File: config.mk
export PLATFORM = sky130hd
export DESIGN_NAME = program_memory
export DESIGN_NICKNAME = d
export VERILOG_FILES = /design/src/rtl/comet_pkg.sv /design/src/rtl/mem_array_1r1w.sv /design/src/rtl/program_memory.sv
export SDC_FILE = /design/constraint.sdc
export NUM_CORES = 2
export LEC_CHECK = 0
export CAP_MARGIN = 25
export CORE_MARGIN = 2
export CORE_UTILIZATION = 61
export DETAILED_ROUTE_END_ITERATION = 8
export HOLD_SLACK_MARGIN = 0.02
export PLACE_DENSITY = 0.77
export SLEW_MARGIN = 15
export SYNTH_ARGS = -nofsm -noshare
export SYNTH_HDL_FRONTEND = slang
export SYNTH_SLANG_ARGS = --single-unit
File: constraint.sdc
create_clock -name mclk -period 6.7 [get_ports mclk]
set_input_delay 1.675 -clock mclk [delete_from_list [all_inputs] [get_ports mclk]]
set_output_delay 1.675 -clock mclk [all_outputs]
set_load 0.02 [all_outputs]
File: src/rtl/comet_pkg.sv
// Shared definitions for the program memory: controller state encoding and the
// word written by the initialisation sweep.
package comet_pkg;

  typedef enum logic {
    ST_INIT = 1'b0,
    ST_RUN  = 1'b1
  } pm_state_e;

  localparam logic [15:0] NOP_WORD = 16'h0000;

endpackage

File: src/rtl/mem_array_1r1w.sv
// Simple dual-port storage: one synchronous read port, one write port.
// The read register is not reset, so the array stays block-RAM inferable.
module mem_array_1r1w #(
  parameter int ADDR_W = 8,
  parameter int DATA_W = 16
) (
  input  logic              mclk,
  input  logic              we,
  input  logic [ADDR_W-1:0] waddr,
  input  logic [DATA_W-1:0] wdata,
  input  logic              re,
  input  logic [ADDR_W-1:0] raddr,
  output logic [DATA_W-1:0] rdata
);

  localparam int DEPTH = 2 ** ADDR_W;

  logic [DATA_W-1:0] mem [DEPTH];

  // Non-blocking write and read on the same edge gives read-first behaviour.
  always_ff @(posedge mclk) begin
    if (we) mem[waddr] <= wdata;
    if (re) rdata <= mem[raddr];
  end

endmodule

File: src/rtl/program_memory.sv
// Program memory controller: clears the array after reset, then serves
// range-checked, write-protectable reads and writes with one-cycle read latency.
//
// state   | meaning
// --------+---------------------------------------------------------------
// ST_INIT | sweeping NOP into every word; requests ignored, ready=0
// ST_RUN  | normal operation; reads/writes checked, faults reported
module program_memory
  import comet_pkg::*;
#(
  parameter int          ADDR_W   = 8,
  parameter int          DATA_W   = 16,
  parameter logic [15:0] WP_LIMIT = 16'h005F
) (
  input  logic              mclk,
  input  logic              rst,
  input  logic              we,
  input  logic [15:0]       waddr,
  input  logic [DATA_W-1:0] wdata,
  input  logic              re,
  input  logic [15:0]       raddr,
  input  logic              wp_en,
  output logic [DATA_W-1:0] rdata,
  output logic              rvalid,
  output logic              ready,
  output logic              rd_fault,
  output logic              wr_fault
);

  localparam logic [16:0]       DEPTH_W  = 17'(2 ** ADDR_W);
  localparam logic [ADDR_W-1:0] PTR_LAST = '1;

  pm_state_e         state_q, state_d;
  logic [ADDR_W-1:0] ptr_q, ptr_d;
  logic              rvalid_q, rd_fault_q, wr_fault_q;
  logic              rd_ok, rd_bad, wr_bad;
  logic              rd_in_range, wr_in_range, wr_prot;
  logic              mem_we, mem_re;
  logic [ADDR_W-1:0] mem_waddr;
  logic [DATA_W-1:0] mem_wdata, mem_rdata;

  // Range checks use all 16 address bits so out-of-range accesses never alias.
  assign rd_in_range = ({1'b0, raddr} < DEPTH_W);
  assign wr_in_range = ({1'b0, waddr} < DEPTH_W);
  assign wr_prot     = wp_en && (waddr <= WP_LIMIT);

  always_ff @(posedge mclk) begin
    if (rst) begin
      state_q    <= ST_INIT;
      ptr_q      <= '0;
      rvalid_q   <= 1'b0;
      rd_fault_q <= 1'b0;
      wr_fault_q <= 1'b0;
    end else begin
      state_q    <= state_d;
      ptr_q      <= ptr_d;
      rvalid_q   <= rd_ok;
      rd_fault_q <= rd_bad;
      wr_fault_q <= wr_bad;
    end
  end

  always_comb begin
    state_d   = state_q;
    ptr_d     = ptr_q;
    mem_we    = 1'b0;
    mem_re    = 1'b0;
    mem_waddr = waddr[ADDR_W-1:0];
    mem_wdata = wdata;
    rd_ok     = 1'b0;
    rd_bad    = 1'b0;
    wr_bad    = 1'b0;
    case (state_q)
      ST_INIT: begin
        mem_we    = 1'b1;
        mem_waddr = ptr_q;
        mem_wdata = DATA_W'(NOP_WORD);
        ptr_d     = ptr_q + 1'b1;
        if (ptr_q == PTR_LAST) state_d = ST_RUN;
      end
      ST_RUN: begin
        rd_ok  = re && rd_in_range;
        rd_bad = re && !rd_in_range;
        mem_re = rd_ok;
        mem_we = we && wr_in_range && !wr_prot;
        wr_bad = we && !(wr_in_range && !wr_prot);
      end
      default: state_d = ST_INIT;
    endcase
  end

  mem_array_1r1w #(
    .ADDR_W(ADDR_W),
    .DATA_W(DATA_W)
  ) u_mem (
    .mclk (mclk),
    .we   (mem_we && !rst),
    .waddr(mem_waddr),
    .wdata(mem_wdata),
    .re   (mem_re && !rst),
    .raddr(raddr[ADDR_W-1:0]),
    .rdata(mem_rdata)
  );

  // The RAM output register is unreset; mask it so rdata is 0 whenever invalid.
  assign rdata    = rvalid_q ? mem_rdata : '0;
  assign rvalid   = rvalid_q;
  assign ready    = (state_q == ST_RUN);
  assign rd_fault = rd_fault_q;
  assign wr_fault = wr_fault_q;

endmodule

==> results by group <==
Synth
  – Netlist cell types: 59
  – Synthesized netlist cell count: 7,489
  – Flops & latches, synth: 4,124
  – Synth Flop Type: edfxtp_1
  – Avg Synthesized Cell Area: 21.3 sq um
  – Post-synth ARST share: 0%
  – Syn. warnings: 0
  – Sequential area share after synthesis: 77.6%
  – Synthesized area: 160,000 sq um
  – EDFF count, synth: 4,112
  – Syn Nets: 7,543

Worst hold path
  – Hold path depth: 2
  – Hold WC Path Type: flip-flop to flip-flop
  – Worst Hold Path EP: ptr_q[7]
  – Critical hold path startpoint: ptr_q[7]

Timing
  – Final setup viols: 0
  – Worst setup margin: 1.67 ns
  – Setup TNS: 0 ns
  – Clk_skew: 0.0686 ns
  – Maximum operating frequency: 199 MHz
  – Slew Limit Fails: 0
  – Final Hold Slack: 0.568 ns
  – Endpoints failing hold: 0
  – Minimum clock period after layout: 5.03 ns
  – Slew @ Worst Pin: 1.28 ns
  – Slew headroom: 14.6%
  – RSZ-0062 raised after global routing: false
  – Period utilisation layout: 75.1%

Global route
  – Largest net degree at the start of global routing: 163
  – First-pass GRT wire length: 600,000 microns
  – Initial antenna violation count: 16
  – Vias in the first global route: 82,000
  – GRT Overall Usage: 31.9%
  – Grt ovf: 0

Drt
  – Wirelength per Cell: 36.1 microns
  – Vias/cell: 7.12
  – Post-route ant nets: 0
  – First DRT Iteration DRCs: 13,800
  – DRC Markers: 0
  – Pre-antenna DRT Iters: 6
  – Total wire length: 423,000 microns
  – Routed vias: 83,500

Power
  – Switching Share: 20.5%
  – Tot Pwr: 52.4 mW
  – Leakage: 60.7 nW
  – Comb pwr share: 4.1%
  – Pwr dens: 292 nW/um^2
  – Clock power frac: 42.5%
  – Switching pwr: 10.7 mW
  – Register share of total power: 53.4%
  – Internal: 41.7 mW
  – VDD IR max: 0.000308 V

Finish
  – # nets final: 8,084
  – Sequential Area: 124,000 sq um
  – Finished Layout Cells: 11,700
  – Finished Core Util: 69.0%
  – Layout cell share with drive strength beyond 1: 22.9%
  – Post-route design area: 179,000 sq um
  – Layout fillers: 15,000
  – Multi-input logic area: 33,200 sq um
  – Area grow syn2layout: 12.4%

Die
  – Starting Density: 61.4%
  – Die Area: 266,000 sq um
  – # rows: 187
  – Height of the die: 515 microns
  – Io pins: 73
  – Die W: 515 microns
  – Placeable Area: 260,000 sq um

Critical path
  – R2r setup slk: 2.68 ns
  – Crit path DAT: 5.67 ns
  – Setup crit end kind: flip-flop
  – Worst endpoint required time: 7.34 ns
  – RR Startpoint: ready
  – Worst Path Max Fanout: 16
  – Critical path class: input pin to flip-flop
  – R2R Path End: u_mem.mem[54][13]
  – Crit. Startpoint: waddr[15]
  – Worst reg2reg path depth: 6
  – Startpoint types: input pin

Clock network
  – Cts bufs inserted: 409
  – CTS Hold Bufs: 0
  – Maximum buffer depth of the clock tree: 4
  – Latest clock arrival within the worst-skew pair: 1.00 ns
  – Setup bufs post-CTS: 0
  – Clock Tree Root: clkbuf_16
  – Clock sink count: 4,124
  – PostCTS Resize Cnt: 0
  – CTS tree: built
  – Worst-path clk slew: 0.06 ns
  – Htree depth: 5

Placed design
  – DP Area: 166,000 sq um
  – Half-perimeter wire length after placement: 246,000 microns
  – Placed Cells incl. Taps: 11,000
  – Pre-CTS WS: 0.782 ns
  – I/O Buffers: 72
  – Gpl congestion: 0.993

Flow run
  – MaxCap Viol Count: 0

Outcome
  – Status: finished clean
-- power groups by stage --
stage          Clock [mW]  Combinational (mW)  Sequential [mW]
2_1_floorplan           0                1.35             28.5
3_3_place_gp            0                2.04             28.5
3_5_place_dp            0                2.06             28.5
4_1_cts              22.4                2.09             28.0
5_1_grt              23.3                2.19             28.0
6_report             22.3                2.14             28.0
-- cell type report --
cell class / instances / share of cell area (%)
multi-input combinational: 2907 / 18.5
tap: 3402 / 2.37
antenna: 6 / 0.00838
sequential: 4124 / 69.0
timing repair buffer: 578 / 2.91
inverter: 10 / 0.0265
clock inverter: 216 / 1.21
clock buffer: 492 / 5.96
-- sequential cells by signal, indices dropped and copies added, names as in the netlist --
signal       flops
ready            1
u_mem.mem     4096
rvalid           1
ptr_q            8
rd_fault         1
wr_fault         1
u_mem.rdata     16
-- critical path, cell delays in order --
cell	delay (ns)
clkdlybuf4s50_1	0.40
nor4_1	0.52
o2111ai_1	0.30
a21oi_1	0.69
and3_1	0.42
nand2_1	0.59
nor2_1	0.73
buf_4	0.31
-- cell families after synthesis --
logic type | after synthesis | synth area share (%)
flops | 4124 | 77.6
mux | 1427 | 15.2
simple gates | 743 | 2.13
compound gates | 730 | 3.30
buf+inv | 458 | 1.72
xor+xnor | 6 | 0.0329
fa+ha+maj | 1 | 0.00784
-- placed cells by master, fill, tap and decap left out, types with 14 or more instances in the layout --
cell             synthesis  layout
edfxtp_1              4112    4112
mux4_2                 800     800
mux2i_1                621     621
buf_4                   42     446
clkbuf_16                0     415
nor2_1                 302     297
o221ai_1               269     269
nor3_1                 176     176
a21oi_1                148     148
o22ai_1                135     135
nand2_1                119     103
clkinv_1                 0      90
clkbuf_1               210      77
clkdlybuf4s50_1          0      67
clkinv_2                 0      59
buf_12                   3      54
o21ai_0                 48      47
bufinv_16                0      42
a22oi_1                 34      34
nor4_1                  29      29
a22o_1                  26      26
and2_1                  40      24
nand3_1                 22      22
a221oi_1                17      17
and2_4                   0      16
nand2_2                  0      16
clkinvlp_4               0      15
nand4_1                 14      14
-- routing by layer --
metal | GRT usage [%] | wire (microns) | up-vias | share of wire (%)
met2 | 48.8 | 197000 | 6664 | 47
met4 | 16.6 | 26900 | 16 | 6.3
met3 | 7.22 | 51800 | 1156 | 12
li1 | - | - | 32700 | -
met5 | 0 | 142 | - | 0.034
met1 | 43.8 | 147000 | 43000 | 35
-- cell usage after synthesis (40+ instances only) --
library cell	instances	area [sq um]
buf_4	42	315
o21ai_0	48	240
clkbuf_1	210	788
nor2_1	302	1130
buf_6	80	901
o221ai_1	269	2360
mux4_2	800	18000
o22ai_1	135	845
and2_1	40	250
mux2i_1	621	6220
nor3_1	176	881
a21oi_1	148	741
buf_2	79	395
nand2_1	119	447
edfxtp_1	4112	123000
-- worst max path at each step --
stage,to,slack [ns],cells after the start
3_3_place_gp,u_mem.rdata[9],0.89,9
2_1_floorplan,u_mem.mem[0][0],0.93,1
3_5_place_dp,u_mem.rdata[9],0.78,11
5_1_grt,u_mem.mem[55][6],1.70,8
4_1_cts,u_mem.rdata[9],1.78,9
6_report,u_mem.mem[54][13],1.67,8
No activity file was read; power rests on OpenSTA's default activity.
